--- config.mk ---
export PLATFORM = sky130hd
export DESIGN_NAME = alu_byte_seq
export DESIGN_NICKNAME = d
export VERILOG_FILES = /design/src/rtl/alu_byte_seq.sv
export SDC_FILE = /design/constraint.sdc
export NUM_CORES = 1
export LEC_CHECK = 0
export CORE_UTILIZATION = 40
export DETAILED_ROUTE_END_ITERATION = 12
export PLACE_DENSITY = 0.73
export SYNTH_ARGS = -nofsm -noshare
export SYNTH_HDL_FRONTEND = slang
export SYNTH_SLANG_ARGS = --single-unit
--- constraint.sdc ---
create_clock -name clk -period 4.44 [get_ports clk]
set_input_delay 0.888 -clock clk [delete_from_list [all_inputs] [get_ports clk]]
set_output_delay 0.888 -clock clk [all_outputs]
set_load 0.01 [all_outputs]
--- src/rtl/alu_byte_seq.sv ---
// Byte-serial 32-bit ALU: an accepted operation is processed LSB slice first, one byte per cycle,
// then the result and flags are held under a valid/ready handshake until taken.
module alu_byte_seq #(
  parameter int unsigned WIDTH = 32
) (
  input  logic             clk,
  input  logic             rst,
  input  logic             start_valid,
  output logic             start_ready,
  input  logic [2:0]       op,
  input  logic [WIDTH-1:0] x,
  input  logic [WIDTH-1:0] y,
  output logic             res_valid,
  input  logic             res_ready,
  output logic [WIDTH-1:0] result,
  output logic             carry_out,
  output logic             overflow,
  output logic             zero,
  output logic             busy
);

  localparam logic [2:0] OpAnd = 3'b000;
  localparam logic [2:0] OpOr  = 3'b001;
  localparam logic [2:0] OpXor = 3'b010;
  localparam logic [2:0] OpNor = 3'b011;
  localparam logic [2:0] OpAdd = 3'b100;
  localparam logic [2:0] OpSub = 3'b101;

  typedef enum logic [1:0] {
    StIdle,
    StExec,
    StDone
  } state_e;

  state_e           state_q;
  logic [1:0]       idx_q;
  logic             carry_q;
  logic [2:0]       op_q;
  logic [WIDTH-1:0] x_q;
  logic [WIDTH-1:0] y_q;
  logic [WIDTH-1:0] result_q;
  logic             carry_out_q;
  logic             overflow_q;
  logic             zero_q;
  logic             res_valid_q;
  logic             busy_q;
  logic             start_ready_q;

  logic [4:0]       bit_base;
  logic [7:0]       a_byte;
  logic [7:0]       b_byte;
  logic [7:0]       b_eff;
  logic [8:0]       sum9;
  logic [7:0]       slice_byte;
  logic             is_arith;
  logic             slice_ovf;
  logic [WIDTH-1:0] result_d;

  // Datapath for the slice selected by idx_q; only meaningful while in StExec.
  always_comb begin
    bit_base   = {idx_q, 3'b000};
    a_byte     = x_q[bit_base +: 8];
    b_byte     = y_q[bit_base +: 8];
    is_arith   = (op_q == OpAdd) || (op_q == OpSub);
    b_eff      = (op_q == OpSub) ? ~b_byte : b_byte;
    sum9       = {1'b0, a_byte} + {1'b0, b_eff} + {8'b0, carry_q};
    // Signed overflow is judged on the adder inputs, so SUB uses the inverted y byte.
    slice_ovf  = (a_byte[7] == b_eff[7]) && (sum9[7] != a_byte[7]);
    slice_byte = 8'h00;
    case (op_q)
      OpAnd:   slice_byte = a_byte & b_byte;
      OpOr:    slice_byte = a_byte | b_byte;
      OpXor:   slice_byte = a_byte ^ b_byte;
      OpNor:   slice_byte = ~(a_byte | b_byte);
      OpAdd,
      OpSub:   slice_byte = sum9[7:0];
      default: slice_byte = 8'h00;
    endcase
    result_d = result_q;
    result_d[bit_base +: 8] = slice_byte;
  end

  always_ff @(posedge clk) begin
    if (rst) begin
      state_q       <= StIdle;
      idx_q         <= 2'd0;
      carry_q       <= 1'b0;
      op_q          <= 3'b000;
      x_q           <= '0;
      y_q           <= '0;
      result_q      <= '0;
      carry_out_q   <= 1'b0;
      overflow_q    <= 1'b0;
      zero_q        <= 1'b0;
      res_valid_q   <= 1'b0;
      busy_q        <= 1'b0;
      start_ready_q <= 1'b1;
    end else begin
      unique case (state_q)
        StIdle: begin
          if (start_valid) begin
            op_q          <= op;
            x_q           <= x;
            y_q           <= y;
            result_q      <= '0;
            carry_q       <= (op == OpSub);
            idx_q         <= 2'd0;
            carry_out_q   <= 1'b0;
            overflow_q    <= 1'b0;
            zero_q        <= 1'b0;
            busy_q        <= 1'b1;
            start_ready_q <= 1'b0;
            state_q       <= StExec;
          end
        end
        StExec: begin
          result_q <= result_d;
          carry_q  <= is_arith & sum9[8];
          idx_q    <= idx_q + 2'd1;
          if (idx_q == 2'd3) begin
            carry_out_q <= is_arith & sum9[8];
            overflow_q  <= is_arith & slice_ovf;
            zero_q      <= (result_d == '0);
            res_valid_q <= 1'b1;
            state_q     <= StDone;
          end
        end
        StDone: begin
          if (res_ready) begin
            res_valid_q   <= 1'b0;
            busy_q        <= 1'b0;
            start_ready_q <= 1'b1;
            state_q       <= StIdle;
          end
        end
        default: begin
          res_valid_q   <= 1'b0;
          busy_q        <= 1'b0;
          start_ready_q <= 1'b1;
          state_q       <= StIdle;
        end
      endcase
    end
  end

  assign start_ready = start_ready_q;
  assign res_valid   = res_valid_q;
  assign busy        = busy_q;
  assign result      = result_q;
  assign carry_out   = carry_out_q;
  assign overflow    = overflow_q;
  assign zero        = zero_q;

endmodule

==> results of run 1 <==
kinds of logic (layout without fill, tap and decap cells):
kind of cell / Yosys count / count (layout) / share of synthesized area
adders and majority gates: 31 / 31 / 0.0726
AOI/OAI and AO/OA: 156 / 156 / 0.176
xor gates and xnor gates: 19 / 19 / 0.0300
buffers and inverters: 68 / 162 / 0.0498
muxes: 27 / 27 / 0.0848
DFF: 110 / 110 / 0.397
and+or+nand+nor: 254 / 254 / 0.190
worst min-delay path by stage:
stage,from,end,depth (start not counted)
after detailed placement,x_q[22]$_SDFFE_PP0P_,x_q[22]$_SDFFE_PP0P_,2
after floorplan,x_q[16]$_SDFFE_PP0P_,x_q[16]$_SDFFE_PP0P_,2
after CTS,x_q[22]$_SDFFE_PP0P_,x_q[22]$_SDFFE_PP0P_,2
after global routing,x_q[22]$_SDFFE_PP0P_,x_q[22]$_SDFFE_PP0P_,2
after global placement,x_q[10]$_SDFFE_PP0P_,x_q[10]$_SDFFE_PP0P_,2
final,y_q[3]$_SDFFE_PP0P_,y_q[3]$_SDFFE_PP0P_,2
cell usage in the layout, fill, tap and decap left out, types with 3 or more instances in the layout:
| cell type | instances |
|---|---|
| dfxtp_1 | 110 |
| o22ai_1 | 5 |
| nor3_1 | 4 |
| a22oi_1 | 30 |
| buf_4 | 12 |
| nor4_1 | 4 |
| or4_1 | 3 |
| nand3_1 | 10 |
| a211oi_1 | 3 |
| nor2b_1 | 4 |
| o21ai_0 | 3 |
| xor2_1 | 3 |
| nor2_1 | 56 |
| mux4_2 | 16 |
| ha_1 | 29 |
| nand4_1 | 3 |
| nand2_1 | 154 |
| clkdlybuf4s50_1 | 107 |
| inv_1 | 26 |
| a21oi_1 | 92 |
| mux2i_1 | 11 |
| nand2b_1 | 7 |
| xnor2_1 | 16 |
| clkbuf_16 | 9 |
per-stage QoR:
step                power, W  instances  hold slack, ps  worst slack [ps]
floorplan            0.00134        665             433               831
global placement     0.00148        919             443               813
detailed placement   0.00149        919             445               683
CTS                  0.00229        935             455               653
global route         0.00237        935             476               454
finish               0.00228        935             457               687
layer usage:
metal  track usage  vias to the layer above  routed length, microns
met3        0.0309                       14                     609
li1              -                     2454                       -
met4        0.0523                        0                     157
met5             0                        -                       0
met2         0.342                      109                    6990
met1         0.265                     2390                    6360
cells in the mapped netlist (all sizes together):
| cell type | instances | area, sq um |
|---|---|---|
| a22oi | 30 | 225 |
| a21bo | 1 | 10.0 |
| nor3 | 4 | 20.0 |
| o31ai | 1 | 12.5 |
| nor2b | 4 | 25.0 |
| o221ai | 1 | 8.76 |
| xnor2 | 16 | 140 |
| mux4 | 16 | 360 |
| o2111ai | 1 | 8.76 |
| inv | 27 | 101 |
| a31o | 1 | 8.76 |
| o21ai | 5 | 25.0 |
| xor2 | 3 | 26.3 |
| o32ai | 3 | 33.8 |
| nand3b | 2 | 15.0 |
| o211ai | 1 | 7.51 |
| buf | 12 | 66.3 |
| nand4 | 3 | 18.8 |
| o22ai | 6 | 43.8 |
| nor4 | 4 | 25.0 |
| nand3 | 10 | 50.1 |
| a21o | 2 | 15.0 |
| a41o | 1 | 10.0 |
| a21boi | 1 | 7.51 |
| a2111oi | 1 | 27.5 |
| nor4b | 2 | 17.5 |
| dfxtp | 110 | 2200 |
| a21oi | 92 | 460 |
| o21a | 2 | 15.0 |
| or4 | 3 | 22.5 |
| a2bb2oi | 1 | 8.76 |
| mux2i | 11 | 110 |
| a211oi | 3 | 22.5 |
| clkbuf | 29 | 109 |
| or2 | 3 | 18.8 |
| fa | 2 | 40.0 |
| nand2 | 154 | 578 |
| a211o | 2 | 17.5 |
| and2 | 1 | 6.26 |
| nand2b | 7 | 43.8 |
| nor2 | 57 | 214 |
| a22o | 1 | 8.76 |
| ha | 29 | 363 |
critical path, cell delays in order, from the launching register on:
cell and delay (ps):
dfxtp_1 520, buf_4 330, mux4_2 620, ha_1 310, nor2b_1 200, o22ai_2 120
xor2_1 140, o22ai_1 240, or4_1 570, o31ai_2 200, nand4_1 170, o32ai_2 220
where the power goes:
group | switching (W) | total [W] | internal, W
registers | 0.0000255 | 0.00105 | 0.00103
logic | 0.000229 | 0.000415 | 0.000187
clock network | 0.000365 | 0.000807 | 0.000442
total | 0.000619 | 0.00228 | 0.00166
area by class of cell:
type / instances / share of cell area
clock buffer: 10 / 0.0324
clock inverter: 6 / 0.00974
inverter: 27 / 0.0144
multi-input combinational: 487 / 0.436
sequential: 110 / 0.312
tap: 176 / 0.0312
timing repair buffer: 119 / 0.164
flip-flops by register name, summed over array words and instances (netlist names), 2 cells and up:
signal	cells
idx_q	2
op_q	3
result	32
state_q	2
x_q	32
y_q	32
==> out/qor.txt, run 1 <==
Status: finished, final reports clean
Finished Cell Area: 0.00706 sq mm
Clk_lat worst skew: 350 ps
Setup slack, reg-to-reg: 690 ps
Via Count: 4,967
Max Cap Violations: 0
DR vias/cell: 5.31
Post-Syn Area: 0.00555 sq mm
Launch point of the worst reg-to-reg path: idx_q[0]$_SDFFE_PP0P_
Postcts setup bufs: 0
Pin count of the biggest net entering global routing: 71
DIE WIDTH: 120 microns
P_leak: 2.63 nW
Flip-flop and latch count after synthesis: 110
CTS Root Buffer Type: clkbuf_16
DP HPWL: 10.4 mm
CP max FO: 12
Setup repair after global routing missed its margin: false
Fin crit share: 0.845
Area used by multi-input combinational logic: 0.00308 sq mm
Worst Hold Class: flop to flop
Area of placed instances: 0.00676 sq mm
Synth warnings: 0
Startpoint types: flop
Crit path to: zero$_SDFFE_PP0P_
Maximum clock rate: 266 MHz
Die area: 0.0144 sq mm
Initial antenna violation count: 0
First-pass GRT wire length: 23.1 mm
CTS buffer count: 9
Final hold vios: 0
Clock buffer depth: 2
Post-route core utilization: 0.527
PD cells: 322 mW/mm^2
Critical Path Start: idx_q[0]$_SDFFE_PP0P_
Residual DRC: 0
Clk_skew: 9.44 ps
CP Capture Type: flop
IO Pins: 109
Routability cong.: 0.914
Critical Path RT: 4700 ps
Row Count: 42
Syn avg cell area: 8.35 sq um
Overall Global Routing Usage: 0.201
TritonCTS Sinks: 110
Sequential Area: 0.00220 sq mm
Initial Utilization: 0.414
Hold-fix buffers, CTS: 0
Number of nets in the layout: 856
Max IR drop VDD: 178 uV
Final setup vio count: 0
WL final: 14.1 mm
Initial drt markers: 333
CORE AREA: 0.0134 sq mm
Filler cells: 1,237
Slew HR: 0.376
Worst EP arrival: 4010 ps
Fin crit period: 3750 ps
Worst r2r dst: zero$_SDFFE_PP0P_
Sequential cell area fraction in the yosys report: 0.397
Chip Height: 120 microns
Slew @ Worst Pin: 936 ps
Vias in the first global route: 4,753
Clock slew at reported path FFs: 70 ps
Area growth from synthesis to layout: 27.2%
Post-synthesis net count: 767
Max-slew violation count: 0
Routed Antenna Nets: 0
Final setup TNS: 0 ps
Yosys cell types: 50
Post-CTS sizing: 0
Grt ovf: 0
Worst r2r path cells: 11
CTS tree: yes
Critical path class: flop to flop
Port bufs: 108
1st-pass router iterations: 5
Layout cells sized above 1: 0.0685
Cells after Synth: 665
ANT cells: 0
Avg WL per Cell: 15.1 microns
Htree depth: 3
(Power assumes the default switching activity.)
==> run 2: changes to the inputs <==
==> constraint.sdc (replaced) <==
create_clock -name clk -period 3.8 [get_ports clk]
set_input_delay 0.76 -clock clk [delete_from_list [all_inputs] [get_ports clk]]
set_output_delay 0.76 -clock clk [all_outputs]
set_load 0.01 [all_outputs]
==> run 2 against run 1 <==
  * Die area unchanged
  * Critical path depth rose by 1
  * Hold slack worse by 2.5 ps
  * Non-clock buffer count increased by 8
  * Register-to-register slack worse by 400 ps
  * Sequential power is 17% higher
  * Largest power group unchanged
==> out/qor.txt, run 2 (synthesis gave the netlist of run 1 again) <==
Initial drt markers: 282 (-15%)
DP HPWL: 10.6 mm (+1.7%)
Grt ovf: 0 (unchanged)
Clk_skew: 10.9 ps (+1.48 ps)
Worst EP arrival: 3780 ps (-230 ps)
Slew @ Worst Pin: 859 ps (-76.9 ps)
Power, Total: 0.00270 W (+18%)
DIE WIDTH: 120 microns (unchanged)
Slew HR: 0.427 (+0.0512)
IO Pins: 109 (unchanged)
Row Count: 42 (unchanged)
Vias in the first global route: 4,893 (+2.9%)
Post-CTS sizing: 0 (unchanged)
Most frequent cells in the layout: 154 x nand2_1, 110 x dfxtp_1, 107 x clkdlybuf4s50_1
Area growth from synthesis to layout: 28.6%
Htree depth: 3 (unchanged)
Die area: 0.0144 sq mm (unchanged)
Initial Utilization: 0.414 (unchanged)
Pin count of the biggest net entering global routing: 78 (+9.9%)
Via Count: 4,950 (-0.34%)
Layout cells sized above 1: 0.0783 (+0.00982)
Max Cap Violations: 0 (unchanged)
Filler cells: 1,220 (-1.4%)
Fin crit period: 3510 ps (-242 ps)
Slowest-stage cell, CP: mux4_2
CTS Root Buffer Type: clkbuf_16
Fin crit share: 0.924 (+0.0786)
Final setup TNS: 0 ps (unchanged)
1st-pass router iterations: 4 (-1)
Avg WL per Cell: 15.2 microns (+0.38%)
Routability cong.: 0.853 (-6.7%)
Clk_lat worst skew: 360 ps (about the same)
Critical Path RT: 4070 ps (-630 ps)
Postcts setup bufs: 0 (unchanged)
DR vias/cell: 5.25 (-1.1%)
Post-route core utilization: 0.533 (+0.00579)
First-pass GRT wire length: 23.8 mm (+3.0%)
CP Capture Type: flop
CTS buffer count: 9 (unchanged)
Final setup vio count: 0 (unchanged)
Routed Antenna Nets: 0 (unchanged)
Most used cell, CP: buf_4
Max-slew violation count: 0 (unchanged)
Final hold vios: 0 (unchanged)
Crit-path max cell delay: 580 ps (-40 ps)
Hold-fix buffers, CTS: 0 (unchanged)
Critical path class: flop to flop
CORE AREA: 0.0134 sq mm (unchanged)
Setup repair after global routing missed its margin: false
Residual DRC: 0 (unchanged)
Clock slew at reported path FFs: 70 ps (about the same)
PD cells: 378 mW/mm^2 (+17%)
Max IR drop VDD: 208 uV (+17%)
TritonCTS Sinks: 110 (unchanged)
Overall Global Routing Usage: 0.208 (+0.00654)
Number of nets in the layout: 864 (+0.93%)
Worst Hold Class: flop to flop
Chip Height: 120 microns (unchanged)
WL final: 14.3 mm (+1.1%)
Clock buffer depth: 2 (unchanged)
Port bufs: 108 (unchanged)
Startpoint types: flop
P_leak: 2.68 nW (+1.8%)
CTS tree: yes
Commonest non-fill, non-tap cell in the layout: nand2_1
Worst-path cell chain: buf_4 -> buf_4 -> mux4_2 -> ha_1 -> or2_1 -> o22ai_2 -> xor2_1 -> o22ai_1 -> or4_1 -> o31ai_2 -> nand4_1 -> o32ai_2
Initial antenna violation count: 0 (unchanged)
Status: finished, final reports clean
Maximum clock rate: 285 MHz (+6.9%)
ANT cells: 0 (unchanged)
CP max FO: 9 (-3)
[run 2: final timing paths]
kind                               from                    to  slack, ps  depth (start not counted)
hold reg to reg    x_q[22]$_SDFFE_PP0P_  x_q[22]$_SDFFE_PP0P_        450                          2
setup / recovery  idx_q[0]$_SDFFE_PP0P_     zero$_SDFFE_PP0P_        290                         12
setup reg to reg  idx_q[0]$_SDFFE_PP0P_     zero$_SDFFE_PP0P_        290                         12
hold / removal     x_q[22]$_SDFFE_PP0P_  x_q[22]$_SDFFE_PP0P_        450                          2
[run 2: area by class of cell]
class,count,area (sq um),share of cell area
Clock buffer,10,239,0.0335
Timing Repair Buffer,127,1230,0.173
Clock inverter,5,63.8,0.00894
Inverter,27,101,0.0142
Tap cell,176,220,0.0308
Multi-Input combinational cell,487,3080,0.431
Sequential cell,110,2200,0.308
[run 2: critical path: cells and delay by family (launching register included)]
family	cells	cell delay, ps
compound gates	4	650
xor+xnor	1	170
fa+ha+maj	1	280
buf+inv	2	450
flops	1	370
mux	1	580
simple gates	3	930
[run 2: stage by stage]
step / setup slack (ps) / instances / cell area (sq um) / hold WS, ps
floorplan: 191 / 665 / 5550 / 433
global placement: 352 / 927 / 6840 / 440
detailed placement: 281 / 927 / 6840 / 447
CTS: 263 / 942 / 7140 / 456
global route: 89.5 / 942 / 7140 / 468
finish: 290 / 942 / 7140 / 455
[run 2: per-layer routing]
metal | global-route usage | up-vias | share of wire
li1 | - | 2470 | -
met1 | 0.273 | 2339 | 0.45
met2 | 0.349 | 127 | 0.50
met3 | 0.0304 | 14 | 0.041
met4 | 0.0672 | 0 | 0.014
met5 | 0 | - | 0
[run 2: power by group]
part | internal, W | switching [W] | total, W
clock network | 0.000533 | 0.000434 | 0.000967
registers | 0.00120 | 0.0000281 | 0.00123
logic | 0.000228 | 0.000272 | 0.000501
==> variant, RTL diff (settings of run 2) <==
Re-encode `state_e` (3 states) as one-hot, 3 bits wide.
--- a/src/rtl/alu_byte_seq.sv
+++ b/src/rtl/alu_byte_seq.sv
@@ -26,10 +26,10 @@
   localparam logic [2:0] OpAdd = 3'b100;
   localparam logic [2:0] OpSub = 3'b101;
 
-  typedef enum logic [1:0] {
-    StIdle,
-    StExec,
-    StDone
+  typedef enum logic [2:0] {
+    StIdle = 3'b001,
+    StExec = 3'b010,
+    StDone = 3'b100
   } state_e;
 
   state_e           state_q;
Formal check against the unedited RTL: no difference found for any inputs over 4 cycles, from zero or initial values and one cycle with rst high; so few cycles prove little.
==> variant against run 2 <==
  * Final area up 2.8%
  * Area after synthesis up 3.4%
  * Setup slack better by 0.053 ns
  * Clock skew down 0.0019 ns
  * Die area up 3.4%
  * Routed wire length up 2.3%
  * Non-clock buffer count down 1
  * Sequential cell count up 1
  * Total power up 0.51%
  * Critical endpoint unchanged
==> variant: results (changes against run 2) <==
Critical path
  – CP Data Arrival Time: 3.72 ns (-0.06 ns)
  – R2r setup slk: 0.34 ns (+0.05 ns)
  – RR Endpoint: zero
  – Worst-path fanout max: 4 (-5)
  – CP Launch Type: flop
  – Reg-to-reg startpoint: idx_q[0]
  – Crit-path slowest cell: mux4_2
  – Worst reg-to-reg path cell count: 15 (+3)
  – Slowest stage delay, CP: 0.53 ns (-0.05 ns)
  – Largest delay share family, worst path: compound AO/OA/AOI/OAI gates

GRT
  – Vias in the first global route: 4838 (-1.1%)
  – M1 GR Usage: 0.2820 (+0.009403)
  – GRT Total Usage: 0.2075 (about the same)
  – Antenna violations before repair: 0 (unchanged)
  – Global-route wire length before repair: 23.96 mm (+0.78%)
  – Largest net degree at the start of global routing: 87 (+12%)
  – GR Util met2: 0.3319 (-0.01743)
  – Met3 usage: 0.02996 (-0.0004557)

Place
  – Hpwl dp: 10.82 mm (+2.1%)
  – Gpl congestion: 0.8858 (+3.9%)
  – PortBufs: 108 (unchanged)

Cells and area
  – Ant. Diodes: 0 (unchanged)
  – Layout cells sized above 1: 0.08291 (+0.004579)
  – Nets@finish: 881 (+2.0%)
  – Fillers: 1300 (+6.6%)

Synthesis
  – Seq/Total Area, Yosys: 0.3870 (-0.009741)
  – Adder-cell share of the synthesized area: 0.07017 (-0.002420)
  – Synth Area in Compound Gates: 0.1841 (+0.008076)
  – Post-synthesis cell type count: 57 (+14%)
  – Synth cell count leaders: nand2_1, dfxtp_1, a21oi_1
  – Top FF cell, synth: dfxtp_1
  – Post-synthesis mux area share: 0.07671 (-0.008056)
  – Top cells by area, synth: dfxtp_1, nand2_1, a21oi_1
  – Xor-xnor portion of the synthesized cell area: 0.02746 (-0.002525)
  – Synth warn: 0 (unchanged)
  – Syn Nets: 783 (+2.1%)

Worst hold path
  – Hold Crit Class: reg2reg
  – Hold EP: y_q[19]
  – WHS Path Cells: 2 (unchanged)
  – HP Start: y_q[19]

Route
  – Routed len/inst: 15.15 um (about the same)
  – Vias/cell: 5.296 (+0.78%)
  – Drt pass-1 iters: 5 (+1)
  – Detailed Route Iter0 Violations: 341 (+21%)

Clock tree
  – Clock buffer depth: 2 (unchanged)
  – Total CTS buffers: 9 (unchanged)

Timing
  – Final hold slack: 0.4536 ns (-0.0009210 ns)
  – Worst-margin pin slew: 0.8769 ns (+0.01751 ns)
  – Setup Skew: 0.008977 ns (-0.001939 ns)

Run status
  – Status: finished, final reports clean

Pwr
  – Sw Ratio: 0.2576 (-0.01460)
  – Lkg Pwr: 2.730 nW (+1.9%)
  – Worst vdd ir: 0.2156 mV (+3.8%)
==> variant: cells by family (layout without fill, tap and decap cells) <==
group           count (synthesis)  count (layout)
compound gates                168             168
xor+xnor                       18              18
fa+ha+maj                      31              31
buf+inv                        63             166
flops                         111             111
mux                            24              24
simple gates                  266             266
==> variant: what timing repair did <==
action                     in CTS  in global routing
hold buffers                    0                  0
resized for setup               0                  2
setup buffers                   0                  0
setup endpoints to repair       0                  1
==> variant: worst max-delay path by stage <==
stage,endpoint,slack (ns),cells after the start
global route,zero,0.06,14
detailed placement,zero,0.22,13
global placement,zero,0.32,13
CTS,zero,0.22,12
finish,zero,0.34,15
floorplan,zero,0.03,16
==> variant: per-stage QoR <==
step / total power, mW / cells / utilization / area, um2 / worst slack (ns)
finish: 2.712 / 964 / 0.5267 / 7340 / 0.3426
global route: 2.828 / 964 / 0.5267 / 7340 / 0.06098
CTS: 2.726 / 964 / 0.5264 / 7335 / 0.2156
detailed placement: 1.701 / 948 / 0.5026 / 7004 / 0.2222
global placement: 1.693 / 948 / 0.5026 / 7004 / 0.3194
floorplan: 1.537 / 681 / - / 5742 / 0.03244
==> variant: layout make-up <==
class                   count  share of cell area
multi-input cells         507              0.4432
clock buffers              11             0.03307
repair buffers            126              0.1659
inverters                  24             0.01227
clock inverters             5             0.01193
well taps                 180             0.03069
flip-flops and latches    111              0.3029
==> variant: metal layers <==
layer	share of wire	wire length, um	up-vias
li1	-	-	2572
met1	0.46	6688	2386
met2	0.48	6982	130
met3	0.047	693	17
met4	0.017	241	0
met5	0	0	-
==> variant: power groups by stage <==
| stage | registers, mW | clock network [mW] | logic (mW) |
|---|---|---|---|
| finish | 1.24 | 1.04 | 0.432 |
| global route | 1.25 | 1.10 | 0.478 |
| CTS | 1.24 | 1.05 | 0.433 |
| detailed placement | 1.27 | 0 | 0.431 |
| global placement | 1.27 | 0 | 0.423 |
| floorplan | 1.26 | 0 | 0.276 |
==> variant: worst reg2reg max path: cells and delay by family, from the launching register on <==
kind / cells / cell delay (ns)
AO/OA/AOI/OAI: 7 / 1.28
XOR/XNOR: 1 / 0.13
adder cells (fa/ha/maj): 2 / 0.63
buffers and inverters: 3 / 0.36
flip-flops: 1 / 0.38
multiplexers: 1 / 0.53
AND/OR/NAND/NOR: 1 / 0.05
